### src/rtl/div_pkg.sv
// -----------------------------------------------------------------------------
// div_pkg
// Shared definitions for the divider scheduler slice: default geometry
// (requester count, operand width, divider timeout) and the scheduler FSM
// state type.
// -----------------------------------------------------------------------------
package div_pkg;

    localparam int unsigned N_REQ_DEF   = 4;   // number of requesters
    localparam int unsigned W_DEF       = 7;   // operand width
    localparam int unsigned TIMEOUT_DEF = 16;  // max WAIT cycles for div_done

    typedef enum logic [1:0] {
        IDLE,
        ISSUE,
        WAIT,
        RESP
    } state_t;

endpackage

### src/rtl/rr_arbiter.sv
// -----------------------------------------------------------------------------
// rr_arbiter
// Combinational round-robin pick. Search starts at i_ptr and wraps, so the
// requester at i_ptr has the highest priority this cycle.
//
// Ports:
//   i_req   [N-1:0]  request vector
//   i_ptr   [IW-1:0] search start index (must be < N)
//   o_grant [N-1:0]  one-hot grant (all zero when no request)
//   o_idx   [IW-1:0] index of the granted requester (0 when no request)
// -----------------------------------------------------------------------------
module rr_arbiter #(
    parameter int unsigned N  = 4,
    parameter int unsigned IW = 2
) (
    input  logic [N-1:0]  i_req,
    input  logic [IW-1:0] i_ptr,
    output logic [N-1:0]  o_grant,
    output logic [IW-1:0] o_idx
);

    always_comb begin
        logic          found;
        int unsigned   pos;
        logic [IW-1:0] pidx;
        o_grant = '0;
        o_idx   = '0;
        found   = 1'b0;
        pos     = 0;
        pidx    = '0;
        for (int unsigned k = 0; k < N; k++) begin
            // Modular walk from the pointer without a divider.
            pos = 32'(i_ptr) + k;
            if (pos >= N) begin
                pos = pos - N;
            end
            pidx = IW'(pos);
            if (!found && i_req[pidx]) begin
                found         = 1'b1;
                o_grant[pidx] = 1'b1;
                o_idx         = pidx;
            end
        end
    end

endmodule

### src/rtl/div_scheduler.sv
// -----------------------------------------------------------------------------
// div_scheduler
// Shares one external sequential divider among N_REQ requesters. One request
// is in flight at a time: IDLE picks a requester round-robin, ISSUE pulses
// div_start, WAIT waits for div_done (bounded by TIMEOUT), RESP holds the
// response until the consumer takes it. Divide-by-zero is answered locally
// without touching the divider.
//
// Ports:
//   clk, rst               clock, synchronous active-high reset
//   req_valid [N_REQ]      per-requester request valid
//   req_a/req_b [N_REQ*W]  flattened operands, requester i at [i*W +: W]
//   req_ready [N_REQ]      one-hot accept pulse
//   div_start              one-cycle divider start pulse
//   div_a/div_b [W]        operands to the divider, held until done
//   div_q/div_r [W]        divider results, valid with div_done
//   div_done               divider completion
//   rsp_valid/rsp_ready    response handshake
//   rsp_id                 index of the requester the response belongs to
//   rsp_q/rsp_r [W]        quotient / remainder
//   rsp_dbz, rsp_err       divide-by-zero flag, divider timeout flag
// -----------------------------------------------------------------------------
module div_scheduler
    import div_pkg::*;
#(
    parameter int unsigned N_REQ   = N_REQ_DEF,
    parameter int unsigned W       = W_DEF,
    parameter int unsigned TIMEOUT = TIMEOUT_DEF
) (
    input  logic                     clk,
    input  logic                     rst,
    input  logic [N_REQ-1:0]         req_valid,
    input  logic [N_REQ*W-1:0]       req_a,
    input  logic [N_REQ*W-1:0]       req_b,
    output logic [N_REQ-1:0]         req_ready,
    output logic                     div_start,
    output logic [W-1:0]             div_a,
    output logic [W-1:0]             div_b,
    input  logic [W-1:0]             div_q,
    input  logic [W-1:0]             div_r,
    input  logic                     div_done,
    output logic                     rsp_valid,
    input  logic                     rsp_ready,
    output logic [$clog2(N_REQ)-1:0] rsp_id,
    output logic [W-1:0]             rsp_q,
    output logic [W-1:0]             rsp_r,
    output logic                     rsp_dbz,
    output logic                     rsp_err
);

    localparam int unsigned IW = $clog2(N_REQ);
    localparam int unsigned CW = $clog2(TIMEOUT + 1);

    state_t        r_state;
    state_t        w_next;
    logic [IW-1:0] r_ptr;
    logic [CW-1:0] r_cnt;
    logic [W-1:0]  r_a;
    logic [W-1:0]  r_b;
    logic [IW-1:0] r_id;
    logic [W-1:0]  r_q;
    logic [W-1:0]  r_r;
    logic          r_dbz;
    logic          r_err;

    logic [N_REQ-1:0] w_grant;
    logic [IW-1:0]    w_idx;
    logic [W-1:0]     w_a_sel;
    logic [W-1:0]     w_b_sel;
    logic             w_accept;
    logic             w_timeout;

    rr_arbiter #(
        .N  (N_REQ),
        .IW (IW)
    ) u_arb (
        .i_req   (req_valid),
        .i_ptr   (r_ptr),
        .o_grant (w_grant),
        .o_idx   (w_idx)
    );

    assign w_a_sel = req_a[w_idx*W +: W];
    assign w_b_sel = req_b[w_idx*W +: W];

    // Acceptance is suppressed while reset is asserted so no requester sees
    // a ready pulse for a request that the reset would then discard.
    assign w_accept  = (r_state == IDLE) && (|req_valid) && !rst;
    // Counter holds the number of done-less WAIT cycles already spent; this
    // cycle is the TIMEOUT-th one.
    assign w_timeout = (r_cnt == CW'(TIMEOUT - 1));

    always_ff @(posedge clk) begin
        if (rst) begin
            r_state <= IDLE;
        end else begin
            r_state <= w_next;
        end
    end

    always_comb begin
        w_next    = r_state;
        req_ready = '0;
        div_start = 1'b0;
        rsp_valid = 1'b0;
        case (r_state)
            IDLE: begin
                req_ready = w_accept ? w_grant : '0;
                if (w_accept) begin
                    w_next = (w_b_sel == '0) ? RESP : ISSUE;
                end
            end
            ISSUE: begin
                div_start = 1'b1;
                w_next    = WAIT;
            end
            WAIT: begin
                if (div_done || w_timeout) begin
                    w_next = RESP;
                end
            end
            RESP: begin
                rsp_valid = 1'b1;
                if (rsp_ready) begin
                    w_next = IDLE;
                end
            end
            default: w_next = IDLE;
        endcase
    end

    always_ff @(posedge clk) begin
        if (rst) begin
            r_ptr <= '0;
            r_cnt <= '0;
            r_a   <= '0;
            r_b   <= '0;
            r_id  <= '0;
            r_q   <= '0;
            r_r   <= '0;
            r_dbz <= 1'b0;
            r_err <= 1'b0;
        end else begin
            case (r_state)
                IDLE: begin
                    if (w_accept) begin
                        r_ptr <= (w_idx == IW'(N_REQ - 1)) ? '0 : w_idx + 1'b1;
                        r_id  <= w_idx;
                        r_a   <= w_a_sel;
                        r_b   <= w_b_sel;
                        if (w_b_sel == '0) begin
                            r_q   <= '1;
                            r_r   <= w_a_sel;
                            r_dbz <= 1'b1;
                            r_err <= 1'b0;
                        end
                    end
                end
                ISSUE: begin
                    r_cnt <= '0;
                end
                WAIT: begin
                    // done is checked first so it wins over a coincident timeout.
                    if (div_done) begin
                        r_q   <= div_q;
                        r_r   <= div_r;
                        r_dbz <= 1'b0;
                        r_err <= 1'b0;
                    end else if (w_timeout) begin
                        r_q   <= '0;
                        r_r   <= '0;
                        r_dbz <= 1'b0;
                        r_err <= 1'b1;
                    end else begin
                        r_cnt <= r_cnt + 1'b1;
                    end
                end
                default: ;
            endcase
        end
    end

    assign div_a   = r_a;
    assign div_b   = r_b;
    assign rsp_id  = r_id;
    assign rsp_q   = r_q;
    assign rsp_r   = r_r;
    assign rsp_dbz = r_dbz;
    assign rsp_err = r_err;

endmodule

### config.mk
export PLATFORM = sky130hd
export DESIGN_NAME = div_scheduler
export DESIGN_NICKNAME = d
export VERILOG_FILES = /design/src/rtl/div_pkg.sv /design/src/rtl/rr_arbiter.sv /design/src/rtl/div_scheduler.sv
export SDC_FILE = /design/constraint.sdc
export NUM_CORES = 1
export LEC_CHECK = 0
export CELL_PAD_IN_SITES_DETAIL_PLACEMENT = 1
export CELL_PAD_IN_SITES_GLOBAL_PLACEMENT = 2
export CORE_MARGIN = 5
export CORE_UTILIZATION = 24
export CTS_CLUSTER_SIZE = 40
export DETAILED_ROUTE_END_ITERATION = 6
export GPL_TIMING_DRIVEN = 0
export PLACE_DENSITY_LB_ADDON = 0.1
export SLEW_MARGIN = 10
export SYNTH_ARGS = -nofsm -noshare
export SYNTH_HDL_FRONTEND = slang
export SYNTH_HIERARCHICAL = 1
export SYNTH_SLANG_ARGS = --single-unit
### constraint.sdc
create_clock -name clk -period 4.73 [get_ports clk]
set_input_delay 0.946 -clock clk [delete_from_list [all_inputs] [get_ports clk]]
set_output_delay 0.946 -clock clk [all_outputs]
set_load 0.01 [all_outputs]
==> results summary <==
STA puts the critical path data required time at between 4 and 5 ns. Counting along the longest clock path gives a buffer depth of 2. The cell area after layout is 4250 µm². TritonCTS built the clock tree. The synthesis-to-finish area growth came out at 56.0%. The utilization after layout came out at 37.7%.

The initial antenna violation count is 0. The number of antenna repair diodes is 0. The total via count after detailed routing came out at 2746. The worst register-to-register path has a setup slack of 0.40 ns. The class of the tightest hold or removal check is flop to flop.

The number of optimization iterations in the first detailed-route pass is 4. The measured slew at the worst slew-check pin is 0.569 ns. The leading cell type by number of instances after synthesis is nand2_1. The commonest cells after synthesis are nand2_1 (69), dfxtp_1 (41), a21oi_1 (35). The flow ran to the end, and the final reports show no timing, DRC or antenna violations.

The global placer's final weighted congestion is a little under 0.7. The number of distinct library cell variants in the gate-level netlist after synthesis came out at 47. The overall die area came out at 13600 µm². The clock skew came out at ~0.0069 ns. By startpoint and endpoint, the worst setup path is classified as input pin to flop.

The wire length per cell after detailed routing is 16.3 µm. The highest clock rate came out at 225 MHz. The clock latency on the worst-skew pair is 0.28 ns. The total DRC errors in the routed layout is 0. In this run, the number of DRC markers left after iteration 0 of detailed routing was 101. The share of synthesized area in the top cell type comes to roughly 30%. The critical register-to-register path startpoint is r_ptr[0]$_SDFFE_PP0P_. The overall die height came out at 117 µm.

For this design, the sink count on the clock tree is 41. Setup repair after global routing left no endpoint under its margin. The clock slew seen by the registers of the worst setup and hold paths came out at 0.06 ns. The ratio of cells with drive above 1 in the final layout is 13.2%. The overall global routing resource usage came out at between 10% and 20%. The beginning of the critical path is req_valid[1]. The global-route wire length before repair came out at 14800 µm.

By area the synthesized netlist is led by dfxtp_1 (30%), mux4_2 (14%), nand2_1 (9.5%). The number of maximum-capacitance constraint violations came out at 0. The most critical setup path has its endpoint at rsp_r[5]$_SDFFE_PP0P_. The number of antenna-violating nets in the routed design is 0.

The final count of hold timing violations is 0. The row count came out at 39. The synthesized instance count is 315. The biggest area contributor in the post-synthesis netlist is dfxtp_1. The final setup violation count came out at 0. In this run the number of H-tree levels came out at 2. Yosys printed 6 warnings. The summed negative setup slack over all endpoints is 0 ns.

Dividing the detail-routed via count by the number of cells gives 4.70. The top fanout value on the critical path is 10. The core region is between 10000 and 15000 µm². The synthesis-stage register bit count is around 40. The final number of max-transition violations is 0.

The total CTS buffers came out at 5. The worst setup path is launched from an input pin. The static leakage came out at between 0.0015 and 0.002 µW. The worst slack after detailed placement is -0.642 ns.

The final net count came out at 530. The top-level I/O count came out at between 100 and 150. The least setup slack across all paths after layout came out at 0.286 ns. When the netlist entered floorplanning its net count stood at ~410. The worst register-to-register path ends at rsp_r[5]$_SDFFE_PP0P_.

Data on the critical path arrives at its endpoint at around 4.6 ns. The primary flip-flop cell chosen by synthesis mapping is dfxtp_1. The routed wire length came out at 9490 µm.

The post-synthesis async set-or-reset flop share came out at 0%. The shortest clock period the worst path allows after layout came out at 4.44 ns. The relative slew slack came out at 62.0%. The count of cells along the worst register-to-register path came out at 15.

The count of port buffers added during placement is 115. Once the floorplan was initialized, standard cells occupied 24.2% of the core. The final period utilization is 94.0%. Entering global routing, the biggest net connects 14 pins. The number of hold buffers added after CTS is 0.

The sum of net half-perimeters after detailed placement is 7630 µm. The die width came out at about 120 µm. For this run, the register share of the synthesized area comes to 30.1%.

The count of flip-flops with a built-in enable after synthesis came out at 0. The via count of the first global-routing pass came out at approximately 2800. The summed instance area of the synthesized netlist came out at roughly 2700 µm². The cell sitting at the root of the clock tree is a clkbuf_16. The critical path capture point type is a flop. The worst supply voltage drop on vdd came out at 0.206 mV. The final global-route overflow total came out at 0.

The cell area after placement came out at ~4100 µm². The post-synthesis average cell area is 8.66 µm². The cell area power density is 547 nW/µm².
==> cell usage in the layout, fill, tap and decap left out, types with 4 or more instances in the layout <==
master | netlist | layout
mux2_1 | 9 | 9
a221o_2 | 4 | 4
clkbuf_16 | 0 | 5
a21oi_1 | 35 | 35
mux4_2 | 17 | 17
inv_1 | 8 | 8
clkbuf_2 | 3 | 4
clkbuf_1 | 15 | 14
nor2_1 | 11 | 11
nor2b_1 | 16 | 16
clkdlybuf4s50_1 | 0 | 115
nor3_1 | 6 | 6
buf_4 | 1 | 4
ha_1 | 12 | 12
o21ai_0 | 8 | 8
and2_1 | 6 | 6
dfxtp_1 | 41 | 41
mux2_2 | 6 | 6
nand2_1 | 69 | 69
==> worst max-delay path, cell delays in order <==
cell and delay, ns:
clkdlybuf4s50_1 0.50, clkbuf_2 0.21, nor3b_1 0.20, o21ai_0 0.12, o31ai_2 0.31, o31a_1 0.22
buf_4 0.20, mux4_2 0.55, nor4_2 0.36, nand3_1 0.24, a21oi_4 0.23, buf_6 0.18
mux2_1 0.33
==> power breakdown <==
part | switching, µW | internal [µW]
registers | 58.1 | 449
logic | 744 | 722
clock network | 142 | 210
total | 943 | 1380
==> logic make-up after synthesis <==
| group | count (synthesis) | share of synthesized area (%) |
|---|---|---|
| compound gates | 62 | 14.1 |
| xor+xnor | 2 | 0.643 |
| fa+ha+maj | 12 | 5.51 |
| buf+inv | 34 | 5.69 |
| flops | 41 | 30.1 |
| mux | 35 | 21.3 |
| simple gates | 129 | 22.6 |
==> layout make-up <==
cell class	count	area, µm²
fillers	1352	7020
multi-input cells	240	1770
repair buffers	118	1170
flip-flops and latches	41	821
well taps	143	179
clock buffers	6	139
plain buffers	25	125
inverters	9	33.8
clock inverters	2	13.8
==> stage by stage <==
| step | std cells | hold WS (ns) | power (µW) |
|---|---|---|---|
| finish | 584 | 0.454 | 2320 |
| global route | 584 | 0.485 | 2520 |
| CTS | 582 | 0.459 | 2360 |
| detailed placement | 573 | 0.450 | 1990 |
| global placement | 573 | 0.442 | 1970 |
| floorplan | 315 | 0.464 | 1450 |
==> flip-flops by register name, indices dropped and copies added (netlist names) <==
register / cells
r_ptr: 2
rsp_err: 1
rsp_q: 7
r_cnt: 5
div_a: 7
r_state: 2
rsp_dbz: 1
div_b: 7
rsp_r: 7
rsp_id: 2
==> metal layers <==
metal	up-vias	share of wire (%)	global-route usage (%)
met2	80	50	23.9
met4	0	0.79	2.75
met1	1306	43	17.3
met5	-	0	0
met3	7	6.3	3.47
li1	1353	-	-
==> worst min-delay path by stage <==
| stage | startpoint | end | cells after the start |
|---|---|---|---|
| after global routing | div_a[0]$_SDFFE_PP0P_ | div_a[0]$_SDFFE_PP0P_ | 2 |
| after detailed placement | div_a[0]$_SDFFE_PP0P_ | div_a[0]$_SDFFE_PP0P_ | 2 |
| after floorplan | r_cnt[4]$_SDFFE_PP0P_ | r_cnt[4]$_SDFFE_PP0P_ | 2 |
| final | div_a[0]$_SDFFE_PP0P_ | div_a[0]$_SDFFE_PP0P_ | 2 |
| after global placement | div_a[0]$_SDFFE_PP0P_ | div_a[0]$_SDFFE_PP0P_ | 2 |
| after CTS | div_a[0]$_SDFFE_PP0P_ | div_a[0]$_SDFFE_PP0P_ | 2 |
==> what timing repair did <==
item	CTS	global route
endpoints found under the setup margin	16	16
pin swaps	2	1
resized for setup	3	2
buffers inserted	1	2
Power figures use the tool's default switching activity.
